**src/rtl/poly_sched_pkg.sv**
```systemverilog
// -----------------------------------------------------------------------------
// poly_sched_pkg
// Shared definitions for the polynomial-engine scheduler:
//   sched_state_t : scheduler FSM states
//   DEF_Q_WIDTH / DEF_S_WIDTH : default operand widths
//   idx_w() / to_w() : widths of the requester index and watchdog counter
// -----------------------------------------------------------------------------
package poly_sched_pkg;

    typedef enum logic [2:0] {
        ST_IDLE  = 3'd0,
        ST_ISSUE = 3'd1,
        ST_WAIT  = 3'd2,
        ST_RESP  = 3'd3,
        ST_HALT  = 3'd4
    } sched_state_t;

    localparam int DEF_Q_WIDTH = 32;
    localparam int DEF_S_WIDTH = 16;

    // Index width for n requesters; never narrower than one bit.
    function automatic int idx_w(input int n);
        return (n <= 2) ? 1 : $clog2(n);
    endfunction

    // Counter width able to hold the value t (0..t inclusive).
    function automatic int to_w(input int t);
        return (t < 1) ? 1 : $clog2(t + 1);
    endfunction

endpackage

```
**src/rtl/poly_sched_rr_arbiter.sv**
```systemverilog
// -----------------------------------------------------------------------------
// rr_arbiter
// Combinational round-robin pick: returns the first set request bit at or
// after ptr, wrapping modulo NREQ.
// Ports:
//   req   in  NREQ   : request vector
//   ptr   in  IDX_W  : highest-priority position (must be < NREQ)
//   found out 1      : at least one request is set
//   idx   out IDX_W  : chosen requester (0 when found is low)
// -----------------------------------------------------------------------------
module rr_arbiter
    import poly_sched_pkg::*;
#(
    parameter int NREQ  = 4,
    parameter int IDX_W = idx_w(NREQ)
) (
    input  logic [NREQ-1:0]  req,
    input  logic [IDX_W-1:0] ptr,
    output logic             found,
    output logic [IDX_W-1:0] idx
);

    // Candidate k is (ptr + k) mod NREQ. Since ptr < NREQ the sum is below
    // 2*NREQ, so a single conditional subtraction implements the modulo.
    logic [IDX_W:0]   sum_w  [NREQ];
    logic [IDX_W:0]   wrap_w [NREQ];
    logic [IDX_W-1:0] cand   [NREQ];
    logic [NREQ-1:0]  hit;

    genvar gi;
    generate
        for (gi = 0; gi < NREQ; gi++) begin : g_cand
            assign sum_w[gi]  = {1'b0, ptr} + (IDX_W+1)'(gi);
            assign wrap_w[gi] = sum_w[gi] - (IDX_W+1)'(NREQ);
            assign cand[gi]   = (sum_w[gi] >= (IDX_W+1)'(NREQ)) ?
                                wrap_w[gi][IDX_W-1:0] : sum_w[gi][IDX_W-1:0];
            assign hit[gi]    = req[cand[gi]];
        end
    endgenerate

    // Scan from the far end so the lowest rotated offset wins.
    always_comb begin
        found = 1'b0;
        idx   = '0;
        for (int k = NREQ - 1; k >= 0; k--) begin
            if (hit[k]) begin
                found = 1'b1;
                idx   = cand[k];
            end
        end
    end

endmodule

```
**src/rtl/poly_sched.sv**
```systemverilog
// -----------------------------------------------------------------------------
// poly_sched
// Round-robin scheduler sharing one integer_polynomial engine among NREQ
// requesters. Grants one requester, latches its (q, S), starts the engine,
// waits for done under a watchdog and returns the result to that requester.
// S == 0 is answered directly as a divide-by-zero error without the engine.
// Ports:
//   clk, rst_n                 : clock, asynchronous active-low reset
//   req      in  NREQ          : level requests
//   req_q    in  NREQ*Q_WIDTH  : packed q operands (requester i at i*Q_WIDTH)
//   req_S    in  NREQ*S_WIDTH  : packed S operands
//   gnt      out NREQ          : one-hot, cycle the operands were captured
//   rsp_valid out NREQ         : one-hot result pulse
//   rsp_q / rsp_S / rsp_err    : result and divide-by-zero flag
//   busy     out 1             : scheduler not in IDLE
//   fault    out 1             : sticky watchdog fault
//   eng_start/eng_q/eng_S      : engine start pulse and latched operands
//   eng_done/eng_q_out/eng_S_out : engine completion and results
// All outputs are registered.
// -----------------------------------------------------------------------------
module poly_sched
    import poly_sched_pkg::*;
#(
    parameter int NREQ    = 4,
    parameter int Q_WIDTH = DEF_Q_WIDTH,
    parameter int S_WIDTH = DEF_S_WIDTH,
    parameter int TIMEOUT = 255
) (
    input  logic                      clk,
    input  logic                      rst_n,
    input  logic [NREQ-1:0]           req,
    input  logic [NREQ*Q_WIDTH-1:0]   req_q,
    input  logic [NREQ*S_WIDTH-1:0]   req_S,
    output logic [NREQ-1:0]           gnt,
    output logic [NREQ-1:0]           rsp_valid,
    output logic [Q_WIDTH-1:0]        rsp_q,
    output logic [S_WIDTH-1:0]        rsp_S,
    output logic                      rsp_err,
    output logic                      busy,
    output logic                      fault,
    output logic                      eng_start,
    output logic [Q_WIDTH-1:0]        eng_q,
    output logic [S_WIDTH-1:0]        eng_S,
    input  logic                      eng_done,
    input  logic [Q_WIDTH-1:0]        eng_q_out,
    input  logic [S_WIDTH-1:0]        eng_S_out
);

    localparam int IDX_W = idx_w(NREQ);
    localparam int TO_W  = to_w(TIMEOUT);
    localparam logic [TO_W-1:0]  TO_LIMIT = TO_W'(TIMEOUT);
    localparam logic [IDX_W-1:0] LAST_IDX = IDX_W'(NREQ - 1);

    // Unpacked views of the operand buses.
    logic [Q_WIDTH-1:0] op_q [NREQ];
    logic [S_WIDTH-1:0] op_s [NREQ];

    genvar gi;
    generate
        for (gi = 0; gi < NREQ; gi++) begin : g_unpack
            assign op_q[gi] = req_q[gi*Q_WIDTH +: Q_WIDTH];
            assign op_s[gi] = req_S[gi*S_WIDTH +: S_WIDTH];
        end
    endgenerate

    sched_state_t        state_reg, state_next;
    logic [IDX_W-1:0]    ptr_reg, ptr_next;
    logic [IDX_W-1:0]    idx_reg, idx_next;
    logic [TO_W-1:0]     cnt_reg, cnt_next;
    logic [NREQ-1:0]     gnt_reg, gnt_next;
    logic [NREQ-1:0]     rsp_valid_reg, rsp_valid_next;
    logic [Q_WIDTH-1:0]  rsp_q_reg, rsp_q_next;
    logic [S_WIDTH-1:0]  rsp_s_reg, rsp_s_next;
    logic                rsp_err_reg, rsp_err_next;
    logic                busy_reg, busy_next;
    logic                fault_reg, fault_next;
    logic                eng_start_reg, eng_start_next;
    logic [Q_WIDTH-1:0]  eng_q_reg, eng_q_next;
    logic [S_WIDTH-1:0]  eng_s_reg, eng_s_next;

    logic                arb_found;
    logic [IDX_W-1:0]    arb_idx;
    logic [Q_WIDTH-1:0]  sel_q;
    logic [S_WIDTH-1:0]  sel_s;

    rr_arbiter #(
        .NREQ  (NREQ),
        .IDX_W (IDX_W)
    ) u_arb (
        .req   (req),
        .ptr   (ptr_reg),
        .found (arb_found),
        .idx   (arb_idx)
    );

    assign sel_q = op_q[arb_idx];
    assign sel_s = op_s[arb_idx];

    always_ff @(posedge clk or negedge rst_n) begin
        if (!rst_n) begin
            state_reg     <= ST_IDLE;
            ptr_reg       <= '0;
            idx_reg       <= '0;
            cnt_reg       <= '0;
            gnt_reg       <= '0;
            rsp_valid_reg <= '0;
            rsp_q_reg     <= '0;
            rsp_s_reg     <= '0;
            rsp_err_reg   <= 1'b0;
            busy_reg      <= 1'b0;
            fault_reg     <= 1'b0;
            eng_start_reg <= 1'b0;
            eng_q_reg     <= '0;
            eng_s_reg     <= '0;
        end else begin
            state_reg     <= state_next;
            ptr_reg       <= ptr_next;
            idx_reg       <= idx_next;
            cnt_reg       <= cnt_next;
            gnt_reg       <= gnt_next;
            rsp_valid_reg <= rsp_valid_next;
            rsp_q_reg     <= rsp_q_next;
            rsp_s_reg     <= rsp_s_next;
            rsp_err_reg   <= rsp_err_next;
            busy_reg      <= busy_next;
            fault_reg     <= fault_next;
            eng_start_reg <= eng_start_next;
            eng_q_reg     <= eng_q_next;
            eng_s_reg     <= eng_s_next;
        end
    end

    always_comb begin
        state_next     = state_reg;
        ptr_next       = ptr_reg;
        idx_next       = idx_reg;
        cnt_next       = cnt_reg;
        rsp_q_next     = rsp_q_reg;
        rsp_s_next     = rsp_s_reg;
        rsp_err_next   = rsp_err_reg;
        fault_next     = fault_reg;
        eng_q_next     = eng_q_reg;
        eng_s_next     = eng_s_reg;
        // Pulse outputs fall back to zero every cycle.
        gnt_next       = '0;
        rsp_valid_next = '0;
        eng_start_next = 1'b0;

        case (state_reg)
            ST_IDLE: begin
                if (arb_found && !fault_reg) begin
                    idx_next          = arb_idx;
                    eng_q_next        = sel_q;
                    eng_s_next        = sel_s;
                    gnt_next[arb_idx] = 1'b1;
                    // A zero divisor never reaches the engine.
                    eng_start_next    = (sel_s != '0);
                    state_next        = ST_ISSUE;
                end
            end
            ST_ISSUE: begin
                if (eng_s_reg == '0) begin
                    rsp_valid_next[idx_reg] = 1'b1;
                    rsp_err_next            = 1'b1;
                    rsp_q_next              = '0;
                    rsp_s_next              = '0;
                    state_next              = ST_RESP;
                end else begin
                    cnt_next   = '0;
                    state_next = ST_WAIT;
                end
            end
            ST_WAIT: begin
                // Done is checked first so it wins a same-cycle timeout.
                if (eng_done) begin
                    rsp_valid_next[idx_reg] = 1'b1;
                    rsp_err_next            = 1'b0;
                    rsp_q_next              = eng_q_out;
                    rsp_s_next              = eng_S_out;
                    state_next              = ST_RESP;
                end else if (cnt_reg == TO_LIMIT) begin
                    fault_next = 1'b1;
                    state_next = ST_HALT;
                end else begin
                    cnt_next = cnt_reg + 1'b1;
                end
            end
            ST_RESP: begin
                ptr_next   = (idx_reg == LAST_IDX) ? '0 : idx_reg + 1'b1;
                state_next = ST_IDLE;
            end
            ST_HALT: begin
                state_next = ST_HALT;
            end
            default: begin
                state_next = ST_IDLE;
            end
        endcase

        busy_next = (state_next != ST_IDLE);
    end

    assign gnt       = gnt_reg;
    assign rsp_valid = rsp_valid_reg;
    assign rsp_q     = rsp_q_reg;
    assign rsp_S     = rsp_s_reg;
    assign rsp_err   = rsp_err_reg;
    assign busy      = busy_reg;
    assign fault     = fault_reg;
    assign eng_start = eng_start_reg;
    assign eng_q     = eng_q_reg;
    assign eng_S     = eng_s_reg;

endmodule

```
**config.mk**
```make
export PLATFORM = sky130hd
export DESIGN_NAME = poly_sched
export DESIGN_NICKNAME = d
export VERILOG_FILES = /design/src/rtl/poly_sched_pkg.sv /design/src/rtl/poly_sched_rr_arbiter.sv /design/src/rtl/poly_sched.sv
export SDC_FILE = /design/constraint.sdc
export NUM_CORES = 1
export LEC_CHECK = 0
export ABC_AREA = 1
export BUFFER_PORTS_ARGS = -buffer_cell sky130_fd_sc_hd__buf_2
export CAP_MARGIN = 10
export CORE_ASPECT_RATIO = 1.4
export CORE_MARGIN = 4
export CORE_UTILIZATION = 27
export CTS_CLUSTER_DIAMETER = 200
export DETAILED_ROUTE_END_ITERATION = 10
export GPL_TIMING_DRIVEN = 0
export SLEW_MARGIN = 20
export SYNTH_ARGS = -nofsm -noshare
export SYNTH_HDL_FRONTEND = slang
export SYNTH_HIERARCHICAL = 1
export SYNTH_SLANG_ARGS = --single-unit
```
**constraint.sdc**
```tcl
create_clock -name clk -period 3.8 [get_ports clk]
set_input_delay 0.38 -clock clk [delete_from_list [all_inputs] [get_ports clk]]
set_output_delay 0.38 -clock clk [all_outputs]
set_load 0.02 [all_outputs]
```
==> results.json <==
{
  "cts-root-buf": "clkbuf_16",
  "max_freq_mhz": 366,
  "dieArea_um2": 26900,
  "htree_levels": 4,
  "period_share_pct": 71.9,
  "synth_top_area_share_pct": 46.9,
  "grt_pass1_wl_um": 39100,
  "setup_slack_ns": 1.07,
  "cts-resized-gates": 0,
  "clk_latency_ns": 0.41,
  "synthCells": 912,
  "synth_nets": 1164,
  "r2r-start": "ptr_reg[0]$_DFFE_PN0N_",
  "antenna_found_initial": 0,
  "yosys-top-cells-area": "dfrtp_1 47%, nand2_1 15%, nor2_1 11%, nand3_1 7.2%, o21ai_0 6.6%",
  "grt_max_degree": 83,
  "initial_utilization_pct": 27.4,
  "final_antenna_net_count": 0,
  "grt_overflow_total": 0,
  "hold_violations": 0,
  "post_drt_wl_per_cell_um": 15.9,
  "min_period_ns": 2.73,
  "final_common_cell": "buf_2",
  "coreArea_um2": 24000,
  "first_pass_iters": 5,
  "drive_gt1_share_pct": 33.8,
  "crit_type": "reg2reg",
  "relSlewSlack_pct": 59.8,
  "rr_worst_depth": 15,
  "antennaDiodeCount": 0,
  "p_comb_share_pct": 35.0,
  "slew_violations": 0,
  "synth_ff_type": "dfrtp_1",
  "synth.avg_cell_area_um2": 7.20,
  "pwr-share-clk_pct": 32.2,
  "rows": 67,
  "p_switching_w": 0.00200,
  "maxCapViolations": 0,
  "power.share.switching_pct": 37.7,
  "drc_errors": 0,
  "required_ns": 4.12,
  "grt_pass1_vias": 7460,
  "ioPinCount": 355,
  "reg2reg_slack_ns": 1.07,
  "intPower_w": 0.00332,
  "holdPathEnd": "rsp_q[6]$_DFFE_PN0P_",
  "dp_hpwl_um": 20700,
  "worst_slew_pin_slew_ns": 0.603,
  "syn-cell-area_um2": 6570,
  "cts.path.max_buffers": 2,
  "vias": 7440,
  "die_h_um": 193,
  "whs_ns": 0.205,
  "drt_iter0_markers": 363,
  "cts_tree": "done",
  "portBuffers": 354,
  "r2r-end": "eng_q[1]$_DFFE_PN0P_",
  "yosys.area.top_type": "dfrtp_1",
  "postCtsSetupRepairBufs": 0,
  "end_kind": "register",
  "rsz0062_at_grt": "no",
  "area_growth_pct": 43.1,
  "ir_drop_mv": 0.319,
  "powerDensity_nw_per_um2": 566,
  "synth_edf_count": 0,
  "start_kind": "register",
  "synthArstFlopShare_pct": 100,
  "final_cell_mix": "378 x buf_2, 258 x nand2_1, 193 x nor2_1, 123 x dfrtp_1, 95 x nand3_1",
  "p_leak_nw": 5.32,
  "outcome": "completed",
  "viasPerCell": 4.62,
  "drt_wl_total_um": 25700,
  "yosys_warnings": 6,
  "ys_seq_area_share_pct": 46.9,
  "hp-class": "in2reg",
  "crit_fanout": 10,
  "whs_path_depth": 3,
  "die_w_um": 140,
  "crit_arrival_ns": 3.05,
  "grt_use_total_pct": 18.4,
  "skew_ns": 0.0115,
  "ctsHoldBuffers": 1,
  "holdCritStartpoint": "eng_q_out[6]",
  "dp_slack_ns": 1.08,
  "final-setup-viol-count": 0,
  "fin_tns_setup_ns": 0,
  "final_nets": 1539,
  "clkSinkCount": 123,
  "pwr-share-seq_pct": 32.7,
  "cts_buffers": 17,
  "yosys_register_bits": 123,
  "yosysUniqueCellTypes": 32,
  "gp_congestion": 0.915,
  "clkTransAtPathRegs_ns": 0.06
}
how the worst max path moves through the flow:
stage                                       from                    to  cells after the start
after floorplan           ptr_reg[0]$_DFFE_PN0N_   eng_start$_DFF_PN0_                     21
after global placement                     rst_n  eng_S[1]$_DFFE_PN0P_                      1
after detailed placement  ptr_reg[0]$_DFFE_PN0N_  eng_q[6]$_DFFE_PN0P_                     15
after CTS                 ptr_reg[0]$_DFFE_PN0N_  eng_q[6]$_DFFE_PN0P_                     15
after global routing      ptr_reg[0]$_DFFE_PN0N_  eng_q[6]$_DFFE_PN0P_                     13
final                     ptr_reg[0]$_DFFE_PN0N_  eng_q[1]$_DFFE_PN0P_                     15
through the flow:
stage / total power (W) / instance area (um^2) / std cells / util, %
6_report: 0.00532 / 9400 / 1610 / 39.2
3_5_place_dp: 0.00365 / 8770 / 1577 / 36.6
3_3_place_gp: 0.00362 / 8730 / 1576 / 36.4
4_1_cts: 0.00540 / 9400 / 1610 / 39.2
2_1_floorplan: 0.00290 / 6570 / 912 / -
5_1_grt: 0.00567 / 9400 / 1610 / 39.2
cells by family (layout without fill, tap and decap cells):
kind of cell	count (synthesis)	count (layout)	share of synthesized area [%]
buffers and inverters	92	480	6.50
AO/OA/AOI/OAI	129	129	10.6
XOR/XNOR	3	3	0.400
AND/OR/NAND/NOR	559	559	34.6
adder cells (fa/ha/maj)	5	5	0.952
multiplexers	1	1	0.171
flip-flops	123	123	46.9
synth_stat cells (2+ instances only):
cell type,n
o21ai_0,87
a31oi_1,32
nand3b_1,2
buf_6,2
nor2_1,193
nand2_2,4
xnor2_1,2
inv_2,6
nand3_1,95
buf_1,9
nand2_1,258
dfrtp_1,123
a21oi_1,2
buf_2,25
clkbuf_1,16
buf_4,9
inv_1,24
ha_1,5
o21ai_1,5
worst max-delay path: stages (launching register included):
cell     delay (ns)
dfrtp_1        0.41
buf_6          0.16
nand2_1        0.10
nand3_1        0.11
nand2_1        0.09
nand3_1        0.08
nand2_1        0.07
nand2_1        0.04
nand2_1        0.05
buf_4          0.18
buf_2          0.31
buf_1          0.44
nor2_1         0.10
nor2_1         0.11
o21ai_0        0.20
a31oi_1        0.19
cell type report:
cell class | instances | area [um^2]
Multi-Input combinational cell | 697 | 3060
Inverter | 31 | 118
Clock buffer | 19 | 433
Timing Repair Buffer | 356 | 1820
Tap cell | 310 | 388
Sequential cell | 123 | 3080
Fill cell | 2567 | 14600
Buffer | 61 | 309
Clock inverter | 13 | 193
power groups by stage:
stage / registers (W) / logic (W) / clock network, W
4_1_cts: 0.00174 / 0.00190 / 0.00177
3_5_place_dp: 0.00176 / 0.00189 / 0
6_report: 0.00174 / 0.00186 / 0.00171
3_3_place_gp: 0.00175 / 0.00187 / 0
2_1_floorplan: 0.00208 / 0.000826 / 0
5_1_grt: 0.00178 / 0.00207 / 0.00182
routing by layer:
| layer | track usage, % | vias to the layer above | wire, um |
|---|---|---|---|
| li1 | - | 3703 | - |
| met1 | 21.4 | 3381 | 10200 |
| met2 | 32.9 | 323 | 13000 |
| met3 | 4.24 | 33 | 1860 |
| met4 | 6.82 | 0 | 682 |
| met5 | 0 | - | 0 |
(Power assumes the default switching activity.)
